## config.mk

```make
export PLATFORM = sky130hd
export DESIGN_NAME = adder_arbiter
export DESIGN_NICKNAME = d
export VERILOG_FILES = /design/src/rtl/acc_pkg.sv /design/src/rtl/adder2.sv /design/src/rtl/adder_arbiter.sv
export SDC_FILE = /design/constraint.sdc
export NUM_CORES = 1
export LEC_CHECK = 0
export ABC_CLOCK_PERIOD_IN_PS = 8000
export CAP_MARGIN = 20
export CORE_MARGIN = 2
export CORE_UTILIZATION = 42
export DETAILED_ROUTE_END_ITERATION = 10
export MAX_ROUTING_LAYER = met4
export PLACE_DENSITY = 0.94
export SETUP_SLACK_MARGIN = 0.5
export SYNTH_ARGS = -nofsm -noshare
export SYNTH_HDL_FRONTEND = slang
export SYNTH_SLANG_ARGS = --single-unit
export TNS_END_PERCENT = 20
```

## constraint.sdc

```tcl
create_clock -name clk -period 8 [get_ports clk]
set_input_delay 0.8 -clock clk [delete_from_list [all_inputs] [get_ports clk]]
set_output_delay 0.8 -clock clk [all_outputs]
set_load 0.05 [all_outputs]
```

## src/rtl/acc_pkg.sv

```systemverilog
// Shared defaults and helpers for the accumulation-path blocks.
// The adder2 saturation option is selected with the ADDER_ARB_SAT_EN macro.
package acc_pkg;

  localparam int DEFAULT_DATA_BITWIDTH = 16;
  localparam int DEFAULT_NUM_REQ       = 4;

  // Width of a requester index; never below one bit.
  function automatic int id_width(input int n);
    return (n > 1) ? $clog2(n) : 1;
  endfunction

endpackage

```

## src/rtl/adder2.sv

```systemverilog
// Two-operand unsigned adder with carry-out.
// ADDER_ARB_SAT_EN defined: the sum saturates to all-ones on carry; otherwise it wraps.
module adder2 #(
  parameter int DATA_BITWIDTH = 16
) (
  input  logic [DATA_BITWIDTH-1:0] i_left,
  input  logic [DATA_BITWIDTH-1:0] i_right,
  output logic [DATA_BITWIDTH-1:0] o_sum,
  output logic                     o_carry
);

  logic [DATA_BITWIDTH:0] w_full;

  assign w_full  = {1'b0, i_left} + {1'b0, i_right};
  assign o_carry = w_full[DATA_BITWIDTH];

`ifdef ADDER_ARB_SAT_EN
  assign o_sum = o_carry ? {DATA_BITWIDTH{1'b1}} : w_full[DATA_BITWIDTH-1:0];
`else
  assign o_sum = w_full[DATA_BITWIDTH-1:0];
`endif

endmodule

```

## src/rtl/adder_arbiter.sv

```systemverilog
// Round-robin arbiter sharing one adder2 among NUM_REQ requesters, with a single-entry
// output stage. ADDER_ARB_SAT_EN (in adder2) selects saturating instead of wrapping sums.
module adder_arbiter
  import acc_pkg::*;
#(
  parameter  int DATA_BITWIDTH = DEFAULT_DATA_BITWIDTH,
  parameter  int NUM_REQ       = DEFAULT_NUM_REQ,
  localparam int ID_BITWIDTH   = id_width(NUM_REQ)
) (
  input  logic                             clk,
  input  logic                             rst_n,
  input  logic [NUM_REQ-1:0]               req_valid,
  input  logic [NUM_REQ*DATA_BITWIDTH-1:0] req_left,
  input  logic [NUM_REQ*DATA_BITWIDTH-1:0] req_right,
  output logic [NUM_REQ-1:0]               req_ready,
  output logic                             out_valid,
  input  logic                             out_ready,
  output logic [DATA_BITWIDTH-1:0]         out_data,
  output logic [ID_BITWIDTH-1:0]           out_id,
  output logic                             out_ovf
);

  logic                     r_out_valid;
  logic [DATA_BITWIDTH-1:0] r_out_data;
  logic [ID_BITWIDTH-1:0]   r_out_id;
  logic                     r_out_ovf;
  logic [ID_BITWIDTH-1:0]   r_rr_ptr;

  logic                     w_can_accept;
  logic                     w_found;
  logic [ID_BITWIDTH-1:0]   w_grant_id;
  logic [ID_BITWIDTH-1:0]   w_ptr_next;
  logic                     w_xfer;
  logic [DATA_BITWIDTH-1:0] w_left;
  logic [DATA_BITWIDTH-1:0] w_right;
  logic [DATA_BITWIDTH-1:0] w_sum;
  logic                     w_carry;

  assign w_can_accept = !r_out_valid || out_ready;

  // Circular search from r_rr_ptr; the first valid requester wins.
  always_comb begin
    int idx;
    idx        = 0;
    w_found    = 1'b0;
    w_grant_id = '0;
    for (int k = 0; k < NUM_REQ; k++) begin
      idx = int'(r_rr_ptr) + k;
      if (idx >= NUM_REQ) idx = idx - NUM_REQ;
      if (!w_found && req_valid[idx]) begin
        w_found    = 1'b1;
        w_grant_id = ID_BITWIDTH'(idx);
      end
    end
  end

  // Ready is also gated by reset so a pending grant vanishes while rst_n is low.
  assign req_ready = (rst_n && w_found && w_can_accept) ?
                     (NUM_REQ'(1) << w_grant_id) : '0;
  assign w_xfer    = |(req_valid & req_ready);

  assign w_ptr_next = (w_grant_id == ID_BITWIDTH'(NUM_REQ - 1)) ?
                      '0 : w_grant_id + ID_BITWIDTH'(1);

  assign w_left  = req_left [w_grant_id*DATA_BITWIDTH +: DATA_BITWIDTH];
  assign w_right = req_right[w_grant_id*DATA_BITWIDTH +: DATA_BITWIDTH];

  adder2 #(
    .DATA_BITWIDTH(DATA_BITWIDTH)
  ) u_adder2 (
    .i_left  (w_left),
    .i_right (w_right),
    .o_sum   (w_sum),
    .o_carry (w_carry)
  );

  always_ff @(posedge clk or negedge rst_n) begin
    if (!rst_n) begin
      r_out_valid <= 1'b0;
      r_out_data  <= '0;
      r_out_id    <= '0;
      r_out_ovf   <= 1'b0;
      r_rr_ptr    <= '0;
    end else if (w_xfer) begin
      r_out_valid <= 1'b1;
      r_out_data  <= w_sum;
      r_out_id    <= w_grant_id;
      r_out_ovf   <= w_carry;
      r_rr_ptr    <= w_ptr_next;
    end else if (out_ready) begin
      r_out_valid <= 1'b0;
    end
  end

  assign out_valid = r_out_valid;
  assign out_data  = r_out_data;
  assign out_id    = r_out_id;
  assign out_ovf   = r_out_ovf;

endmodule

```

==> flow_summary.toml, run 1 <==
[setup_path]
crit-reg2reg-capture = "out_ovf$_DFFE_PN0P_"
arrival_worst_endpoint_ns = 5.16
worst-endpoint-required_ns = 8.16
endpoint_kind = "flip-flop"
worst_setup_path_end = "out_ovf$_DFFE_PN0P_"
path_cells = "clkdlybuf4s50_1, a21o_1, a21oi_1, o22a_2, buf_4, inv_2, nand2_1, and3_1, a31oi_1, ha_1, fa_1, a21oi_1, o211a_1, nor2_1, a21oi_1, o21ai_0, a41o_1"
r2r_cells = 16
worstSetupPathType = "primary input to flip-flop"
setup.reg_to_reg.worst_slack_ns = 3.62
startpoint_of_the_most_critical_register_to_register_path = "r_rr_ptr[1]$_DFFE_PN0P_"
cp-startpoint = "req_valid[1]"
cp_slowest_stage_delay_ns = 0.56
cp_slowest_cell = "sky130_fd_sc_hd__inv_2"
start_kind = "primary input"
cp_max_fo = 67
cpMostUsedCell = "sky130_fd_sc_hd__a21oi_1"

[global_route]
global_route_wire_length_before_repair_mm = 14.9
antenna_found_initial = 0
first_global_vias = 3377
grt_usage_pct = 25.8
grt_start_max_net_pins = 68
grt_remaining_overflow = 0

[pwr]
power.share.combinational_pct = 82.5
cell_internal_pwr_w = 0.000782
net-switching-power_w = 0.000948
max-vdd-ir-drop_uv = 290
power.static_leakage_nw = 1.95
clkPwrFrac_pct = 5.9
sw_frac_of_total_pct = 54.8
p_per_cell_area_nw_per_um2 = 401
sequential_power_share_pct = 11.5

[final_layout]
fin_nets = 705
final-seq-area_um2 = 551
finish.instance_area_um2 = 4320
antenna_cells = 0
area_growth_syn_to_layout_pct = 60.6
final_layout_size_suffix_gt1_share_pct = 2.37
filler_cell_count = 499
multi_input_comb_area_um2 = 1970

[drt]
detailroute.via_count = 3507
via_per_inst = 5.61
drt_iter0_markers = 219
dr.pass1.iters = 6
route.final.wire_length_mm = 9.14
routedWlPerCell_um = 14.6
post-route-drc-count = 0
ant_nets = 0

[logic_synthesis]
synth_cell_types = 41
syn-cell-area_um2 = 2690
synth_top_cells_by_area = "sky130_fd_sc_hd__nand2_1, sky130_fd_sc_hd__dfrtp_1, sky130_fd_sc_hd__ha_1"
synth_nets = 567
synthDominantCellAreaShare_pct = 22.6
ys.warnings.count = 0
most_common_library_cells_after_synthesis = "sky130_fd_sc_hd__nand2_1, sky130_fd_sc_hd__a31oi_1, sky130_fd_sc_hd__and3_1"
yosysMostFrequentCell = "sky130_fd_sc_hd__nand2_1"
netlist_instances = 411
synth_async_sr_flop_share_pct = 100
synth_top_area_cell = "sky130_fd_sc_hd__nand2_1"
number_of_enable_type_register_cells_in_the_synthesized_netlist = 0
post_synth.cell_area_avg_um2 = 6.54
synth-seq-area-share_pct = 20.5
synth_ff_type = "sky130_fd_sc_hd__dfrtp_1"
synth.ff_latch_count = 22

[timing]
slew_violations = 0
tightest_slew_ns = 1.00
final_hold_viol_count = 0
period_needed_ns = 5.01
setup_repair_after_global_routing_missed_its_margin = "no"
fin_skew_ns = 0.00217
achievable-frequency_mhz = 200
max-slew-margin-rel_pct = 33.2
totalNegativeSetupSlack_ns = 0
post-route-period-util_pct = 62.6
setup_viol = 0

[placement]
post_dp_cell_area_um2 = 4250
place_congestion = 0.941
io_buffers = 158
place_hpwl_mm = 7.38

[cts]
cts_tree = "done"
cts_resized = 0
ctsHoldBuffers = 0
cts_buffers = 3
clock_latency_ns = 0.26
cts.repair_timing.setup_buffer_count = 0
cts.path.max_buffers = 2
cts.sinks = 22
count_of_h_tree_levels_built_during_cts = 1
clock-root-buffer = "sky130_fd_sc_hd__clkbuf_8"
worst_setup_hold_path_clk_slew_ns = 0.08

[die]
coreArea_um2 = 6280
core.rowCount = 29
die-area_um2 = 7060
chipHeight_um = 84.0
initial_utilization_pct = 42.8
floorplan.die.width_um = 84.0
pin_count = 159

[job]
cap_violations = 0

[min_path]
timing.hold.worst.class = "flip-flop to flip-flop"
worstHoldPathCells = 2

[run_status]
status = "finished clean"
## sequential cells by signal, summed over array words and instances (netlist names)
register,count
out_data,16
r_rr_ptr,2
out_ovf,1
out_id,2
out_valid,1
## metrics by stage
stage	util (%)	hold slack (ns)	worst slack (ns)	total power (W)	cells
4_1_cts	68.8	0.499	3.03	0.00171	625
6_report	68.8	0.493	2.99	0.00173	625
3_3_place_gp	67.7	0.463	2.96	0.00155	621
3_5_place_dp	67.7	0.480	2.77	0.00160	621
2_1_floorplan	-	0.504	4.40	0.00123	411
5_1_grt	68.8	0.538	2.67	0.00186	625
## layout by cell type (no fill, tap or decap), drive strengths merged, types with 5 or more instances in the layout
| master | n |
|---|---|
| inv | 9 |
| a21oi | 23 |
| clkdlybuf4s50 | 158 |
| ha | 20 |
| and2 | 5 |
| and3 | 32 |
| a31oi | 32 |
| xnor2 | 5 |
| dfrtp | 22 |
| nand2 | 163 |
| a21o | 5 |
| nand4 | 5 |
| xor2 | 8 |
| o21ai | 23 |
| nor2 | 5 |
## kinds of logic after synthesis
| group | share of synthesized area [%] |
|---|---|
| fa+ha+maj | 10.1 |
| simple gates | 35.2 |
| flops | 20.5 |
| xor+xnor | 4.23 |
| compound gates | 23.7 |
| buf+inv | 6.33 |
## critical path: cells and delay by family
kind / cells / cell delay (ns)
AOI/OAI and AO/OA: 9 / 1.65
buffers and inverters: 3 / 1.55
adders and majority gates: 2 / 0.71
and+or+nand+nor: 3 / 0.41
## routing by layer
metal | GRT usage, % | up-vias | wire length, um
li1 | - | 1691 | -
met1 | 30.2 | 1630 | 3700
met2 | 47.1 | 167 | 4660
met3 | 3.07 | 19 | 605
met4 | 5.72 | 0 | 170
met5 | - | - | 0
## final cells by class
| cell class | count | share of cell area (%) |
|---|---|---|
| well taps | 77 | 2.23 |
| flip-flops and latches | 22 | 12.7 |
| clock inverters | 1 | 0.695 |
| multi-input cells | 353 | 45.6 |
| repair buffers | 160 | 37.0 |
| clock buffers | 3 | 0.956 |
| inverters | 9 | 0.782 |
## worst min path at each step
stage,start,to,slack (ns)
2_1_floorplan,rst_n,out_data[0]$_DFFE_PN0P_,0.50
3_3_place_gp,out_data[0]$_DFFE_PN0P_,out_data[0]$_DFFE_PN0P_,0.46
3_5_place_dp,out_data[2]$_DFFE_PN0P_,out_data[2]$_DFFE_PN0P_,0.48
4_1_cts,out_data[2]$_DFFE_PN0P_,out_data[2]$_DFFE_PN0P_,0.50
5_1_grt,out_data[7]$_DFFE_PN0P_,out_data[7]$_DFFE_PN0P_,0.54
6_report,out_data[8]$_DFFE_PN0P_,out_data[8]$_DFFE_PN0P_,0.49
## power by group through the flow
stage,Clock (W),Combinational [W],Sequential (W)
after global placement,0,0.00136,0.000198
after floorplan,0,0.000869,0.000357
after detailed placement,0,0.00140,0.000202
final,0.000103,0.00143,0.000199
after global routing,0.000109,0.00155,0.000207
after CTS,0.000103,0.00141,0.000200
(Power assumes the default switching activity.)
==> inputs of run 2 (changes only) <==
--- a/config.mk
+++ b/config.mk
@@ -5,13 +5,13 @@
 export SDC_FILE = /design/constraint.sdc
 export NUM_CORES = 1
 export LEC_CHECK = 0
-export ABC_CLOCK_PERIOD_IN_PS = 8000
+export ABC_CLOCK_PERIOD_IN_PS = 4700
 export CAP_MARGIN = 20
 export CORE_MARGIN = 2
-export CORE_UTILIZATION = 42
+export CORE_UTILIZATION = 39
 export DETAILED_ROUTE_END_ITERATION = 10
 export MAX_ROUTING_LAYER = met4
-export PLACE_DENSITY = 0.94
+export PLACE_DENSITY = 0.89
 export SETUP_SLACK_MARGIN = 0.5
 export SYNTH_ARGS = -nofsm -noshare
 export SYNTH_HDL_FRONTEND = slang
==> constraint.sdc (replaced) <==
create_clock -name clk -period 4.7 [get_ports clk]
set_input_delay 0.47 -clock clk [delete_from_list [all_inputs] [get_ports clk]]
set_output_delay 0.47 -clock clk [all_outputs]
set_load 0.05 [all_outputs]
==> run 2 against run 1 <==
  * Count of clock-buffer cells in the layout rose by 1
  * Largest power group unchanged
  * Largest cell class unchanged
  * Setup slack got worse by 2.3 ns
  * Wire length rose by 3.4%
==> flow_summary.toml, run 2 (same netlist as run 1, synthesis figures left out) <==
[placement]
io_buffers = 158
place_congestion = 0.860
post-place-cells = 629
place_hpwl_mm = 7.76
place_worst_setup_slack_ns = 0.458

[global_route]
grt_start_max_net_pins = 44
first_global_vias = 3355
grt_usage_pct = 24.9
antenna_found_initial = 0
grt_remaining_overflow = 0
global_route_wire_length_before_repair_mm = 14.9

[cts]
cts.sinks = 22
cts.repair_timing.setup_buffer_count = 0
cts.path.max_buffers = 2
cts_buffers = 3
clock_latency_ns = 0.26
worst_setup_hold_path_clk_slew_ns = 0.08
count_of_h_tree_levels_built_during_cts = 1
cts_tree = "done"
clock-root-buffer = "sky130_fd_sc_hd__clkbuf_8"

[setup_path]
path_cells = "clkdlybuf4s50_1, a21o_1, a21oi_1, o22a_2, buf_4, buf_4, nand2_1, a31oi_1, ha_1, a21oi_1, o211a_1, nor2_1, a21oi_1, o21ai_0, a41o_1"
endpoint_kind = "flip-flop"
worst-endpoint-required_ns = 4.85
start_kind = "primary input"
arrival_worst_endpoint_ns = 4.14
cp_slowest_cell = "sky130_fd_sc_hd__clkdlybuf4s50_1"
cpMostUsedCell = "sky130_fd_sc_hd__a21oi_1"
cp_slowest_stage_delay_ns = 0.50
worstSetupPathType = "primary input to flip-flop"
cp_max_fo = 43

[final_layout]
fin_nets = 710
final_layout_size_suffix_gt1_share_pct = 3.25
final_common_cell = "sky130_fd_sc_hd__nand2_1"
layout.cells.non_filler = 633
layout_common_cells = "sky130_fd_sc_hd__nand2_1, sky130_fd_sc_hd__clkdlybuf4s50_1, sky130_fd_sc_hd__and3_1, sky130_fd_sc_hd__a31oi_1"
antenna_cells = 0
largest_reg_flops = 16
area_growth_syn_to_layout_pct = 61.6

[timing]
period_needed_ns = 3.99
post-route-period-util_pct = 84.9
tightest_slew_ns = 0.626
achievable-frequency_mhz = 251
final_hold_viol_count = 0
final_critical_path_setup_slack_ns = 0.711
max-slew-margin-rel_pct = 58.2
totalNegativeSetupSlack_ns = 0
fin_skew_ns = 0.00452
setup_repair_after_global_routing_missed_its_margin = "yes"
setup_viol = 0
slew_violations = 0

[die]
core.rowCount = 30
coreArea_um2 = 6720
initial_utilization_pct = 40.0
chipHeight_um = 87.0
floorplan.die.width_um = 87.0
pin_count = 159
die-area_um2 = 7570

[pwr]
sequential_power_share_pct = 11.6
net-switching-power_w = 0.00163
p_per_cell_area_nw_per_um2 = 675
clkPwrFrac_pct = 4.5
cell_internal_pwr_w = 0.00131
max-vdd-ir-drop_uv = 274
power.static_leakage_nw = 1.96
power.share.combinational_pct = 83.9
sw_frac_of_total_pct = 55.5

[drt]
ant_nets = 0
post-route-drc-count = 0
dr.pass1.iters = 4
drt_iter0_markers = 229
detailroute.via_count = 3468
route.final.wire_length_mm = 9.44
routedWlPerCell_um = 14.9
via_per_inst = 5.48

[run_status]
status = "finished clean"

[job]
cap_violations = 0

[min_path]
timing.hold.worst.class = "flip-flop to flip-flop"
## run 2: per-stage QoR
stage | total power, W | instance area [um2] | utilization, % | hold WS [ns]
detailed placement | 0.00276 | 4290 | 63.8 | 0.476
floorplan | 0.00209 | 2690 | - | 0.174
global placement | 0.00268 | 4290 | 63.8 | 0.465
CTS | 0.00290 | 4340 | 64.6 | 0.496
finish | 0.00293 | 4340 | 64.7 | 0.491
global route | 0.00317 | 4340 | 64.7 | 0.511
## run 2: final timing paths
check	startpoint	endpoint	slack [ns]	cells after the start
max	req_valid[1]	out_ovf$_DFFE_PN0P_	0.71	15
min in group asynchronous	rst_n	out_data[10]$_DFFE_PN0P_	0.56	2
min	out_data[7]$_DFFE_PN0P_	out_data[7]$_DFFE_PN0P_	0.49	2
max in group asynchronous	rst_n	out_data[0]$_DFFE_PN0P_	3.92	2
max reg2reg	r_rr_ptr[1]$_DFFE_PN0P_	out_ovf$_DFFE_PN0P_	1.01	14
min reg2reg	out_data[7]$_DFFE_PN0P_	out_data[7]$_DFFE_PN0P_	0.49	2
## run 2: layout make-up
| cell class | instances | area (um2) |
|---|---|---|
| Clock buffer | 4 | 55.1 |
| Multi-Input combinational cell | 353 | 1970 |
| Tap cell | 80 | 100 |
| Timing Repair Buffer | 165 | 1630 |
| Sequential cell | 22 | 551 |
| Fill cell | 563 | 2370 |
| Inverter | 9 | 35.0 |
## run 2: power by group through the flow
stage	clock network (W)	logic [W]	registers [W]
global route	0.000142	0.00268	0.000351
detailed placement	0	0.00242	0.000345
global placement	0	0.00234	0.000338
floorplan	0	0.00148	0.000607
CTS	0.000134	0.00243	0.000341
finish	0.000132	0.00246	0.000339
## run 2: worst max-delay path: cells and delay by family
family | cells | cell delay, ns
compound gates | 9 | 1.96
buf+inv | 3 | 1.22
fa+ha+maj | 1 | 0.31
simple gates | 2 | 0.14
## run 2: routing by layer
| layer | routed length [um] | global-route usage (%) | vias up |
|---|---|---|---|
| met5 | 0 | - | - |
| met4 | 131 | 4.83 | 0 |
| met3 | 565 | 1.90 | 16 |
| met2 | 4810 | 44.5 | 153 |
| met1 | 3930 | 30.9 | 1590 |
| li1 | - | - | 1709 |
## run 2: timing repair
action | 4_1_cts | 5_1_grt
gates resized for setup | 0 | 1
setup endpoints to repair | 0 | 2
hold buffers | 0 | 0
==> inputs of run 3 (changes only) <==
--- a/config.mk
+++ b/config.mk
@@ -5,13 +5,13 @@
 export SDC_FILE = /design/constraint.sdc
 export NUM_CORES = 1
 export LEC_CHECK = 0
-export ABC_CLOCK_PERIOD_IN_PS = 4700
+export ABC_CLOCK_PERIOD_IN_PS = 3500
 export CAP_MARGIN = 20
 export CORE_MARGIN = 2
-export CORE_UTILIZATION = 39
+export CORE_UTILIZATION = 35
 export DETAILED_ROUTE_END_ITERATION = 10
 export MAX_ROUTING_LAYER = met4
-export PLACE_DENSITY = 0.89
+export PLACE_DENSITY = 0.85
 export SETUP_SLACK_MARGIN = 0.5
 export SYNTH_ARGS = -nofsm -noshare
 export SYNTH_HDL_FRONTEND = slang
==> constraint.sdc (replaced) <==
create_clock -name clk -period 3.5 [get_ports clk]
set_input_delay 0.35 -clock clk [delete_from_list [all_inputs] [get_ports clk]]
set_output_delay 0.35 -clock clk [all_outputs]
set_load 0.05 [all_outputs]
==> run 3 against run 2 <==
  * Final cell count rose by 12%
  * Total power is 71% higher
  * Non-clock buffer count is 60 higher
  * First-iteration DRC count is 12% lower
  * Wire length increased by 14%
  * Largest cell class is now buffers
  * Combinational power grew 77%
  * Largest power group unchanged
  * Highest routed layer unchanged
  * Worst hold slack got worse by 0.061 ns
  * Critical endpoint is now out_data[14]$_DFFE_PN0P_
  * Count of clock-buffer cells in the layout decreased by 1
==> flow_summary.toml, run 3 (same netlist as run 1, synthesis figures left out) <==
[final_layout]
antenna_cells = 0
largest_reg_flops = 16
finalCoreUtilization_pct = 70.4
final_common_cell = "sky130_fd_sc_hd__nand2_1"
fin_nets = 770
final_layout_size_suffix_gt1_share_pct = 16.5
area_growth_syn_to_layout_pct = 92.0
layout_common_cells = "sky130_fd_sc_hd__nand2_1, sky130_fd_sc_hd__clkdlybuf4s50_1, sky130_fd_sc_hd__buf_4"
layout.cells.non_filler = 712

[global_route]
global_route_wire_length_before_repair_mm = 17.3
grt_usage_pct = 25.8
first_global_vias = 3758
grt_remaining_overflow = 0
grt_start_max_net_pins = 30
antenna_found_initial = 0

[min_path]
timing.hold.worst.class = "primary input to asynchronous set/reset pin"

[drt]
via_per_inst = 5.29
detailroute.via_count = 3763
dr.pass1.iters = 5
post-route-drc-count = 0
drt_iter0_markers = 202
routedWlPerCell_um = 15.2
ant_nets = 0
route.final.wire_length_mm = 10.8

[die]
coreArea_um2 = 7330
pin_count = 159
floorplan.die.width_um = 91.7
die-area_um2 = 8400
chipHeight_um = 91.7
initial_utilization_pct = 36.7
core.rowCount = 31

[placement]
io_buffers = 158
place_hpwl_mm = 8.31
post-place-cells = 692
place_congestion = 0.950

[timing]
fin_skew_ns = 0.00280
tightest_slew_ns = 0.512
period_needed_ns = 3.19
max-slew-margin-rel_pct = 65.8
achievable-frequency_mhz = 314
setup_repair_after_global_routing_missed_its_margin = "yes"
setup_viol = 0
post-route-period-util_pct = 91.0
slew_violations = 0
final_hold_viol_count = 0

[cts]
cts.sinks = 22
cts_tree = "done"
ctsHoldBuffers = 0
cts.path.max_buffers = 2
cts_buffers = 3
clock-root-buffer = "sky130_fd_sc_hd__clkbuf_8"
count_of_h_tree_levels_built_during_cts = 1
clock_latency_ns = 0.26
worst_setup_hold_path_clk_slew_ns = 0.08

[setup_path]
cp_max_fo = 7
arrival_worst_endpoint_ns = 3.39
worst-endpoint-required_ns = 3.70
start_kind = "primary input"
endpoint_kind = "flip-flop"
worstSetupPathType = "primary input to flip-flop"

[job]
cap_violations = 0

[run_status]
status = "finished clean"

[pwr]
max-vdd-ir-drop_uv = 390
power.static_leakage_nw = 2.38
p_per_cell_area_nw_per_um2 = 973
## run 3: cell types whose count changed in the layout (fill, tap and decap cells not counted), sizes merged
cell | previous run | this run
buf | 7 | 69
bufbuf | 0 | 2
bufinv | 0 | 1
clkbuf | 4 | 3
clkdlybuf4s50 | 158 | 150
clkinv | 1 | 0
dlygate4sd2 | 0 | 4
inv | 8 | 9
## run 3: worst paths after layout
path                       cells after the start                  endpoint                    start  slack (ns)
setup / recovery                              18  out_data[14]$_DFFE_PN0P_             req_valid[0]        0.31
hold / removal                                 2   out_data[2]$_DFFE_PN0P_                    rst_n        0.43
setup reg to reg                              17  out_data[14]$_DFFE_PN0P_  r_rr_ptr[1]$_DFFE_PN0P_        0.32
hold reg to reg                                2   out_data[0]$_DFFE_PN0P_  out_data[0]$_DFFE_PN0P_        0.48
max in group asynchronous                      2  out_data[12]$_DFFE_PN0P_                    rst_n        2.85
min in group clk                               2   out_data[0]$_DFFE_PN0P_  out_data[0]$_DFFE_PN0P_        0.48
## run 3: what timing repair did
action	in CTS	in global routing
setup endpoints to repair	13	13
gates resized for setup	28	7
pin swaps	28	15
cloned	4	0
setup buffers	10	2
hold endpoints to repair	0	0
## run 3: per-layer routing
layer | vias up | GRT usage (%) | share of wire [%]
met4 | 0 | 8.96 | 3.1
met3 | 33 | 2.38 | 5.9
met5 | - | - | 0
li1 | 1830 | - | -
met2 | 176 | 44.9 | 50
met1 | 1724 | 31.3 | 41
## run 3: power by group
part           leakage [nW]  internal, W  switching (W)
logic                  2.07      0.00205        0.00229
registers             0.273     0.000378      0.0000673
clock network        0.0357     0.000153      0.0000797
## run 3: critical path: stages
cell and delay, ns:
sky130_fd_sc_hd__dlygate4sd2_1 0.28, sky130_fd_sc_hd__a21o_1 0.20, sky130_fd_sc_hd__a21oi_2 0.15, sky130_fd_sc_hd__o22a_4 0.22, sky130_fd_sc_hd__inv_4 0.06, sky130_fd_sc_hd__buf_12 0.12, sky130_fd_sc_hd__buf_16 0.13, sky130_fd_sc_hd__buf_4 0.14
sky130_fd_sc_hd__nand2_1 0.08, sky130_fd_sc_hd__a31oi_1 0.13, sky130_fd_sc_hd__ha_1 0.32, sky130_fd_sc_hd__buf_4 0.12, sky130_fd_sc_hd__nand2_1 0.06, sky130_fd_sc_hd__o211a_1 0.24, sky130_fd_sc_hd__nor2_2 0.13, sky130_fd_sc_hd__a21oi_2 0.08
sky130_fd_sc_hd__or4_1 0.47, sky130_fd_sc_hd__nand3_1 0.09
## run 3: per-stage QoR
stage                     hold slack (ns)  worst slack, ns  setup TNS, ns  total power [W]  instance area (um2)
after floorplan                    0.0544            0.473              0          0.00282                 2700
after global placement              0.464           -0.118         -0.332          0.00422                 4750
after detailed placement            0.471           -0.183          -1.09          0.00431                 4750
after CTS                           0.437            0.469              0          0.00490                 5100
after global routing                0.452            0.191              0          0.00543                 5160
final                               0.430            0.314              0          0.00503                 5160
## run 3: layout make-up
cell class	instances	area, um2
timing repair buffer	225	2300
fill	544	2170
multi-input combinational	353	2080
sequential	22	551
tap	99	124
clock buffer	3	41.3
inverter	9	38.8
clock inverter	1	30.0
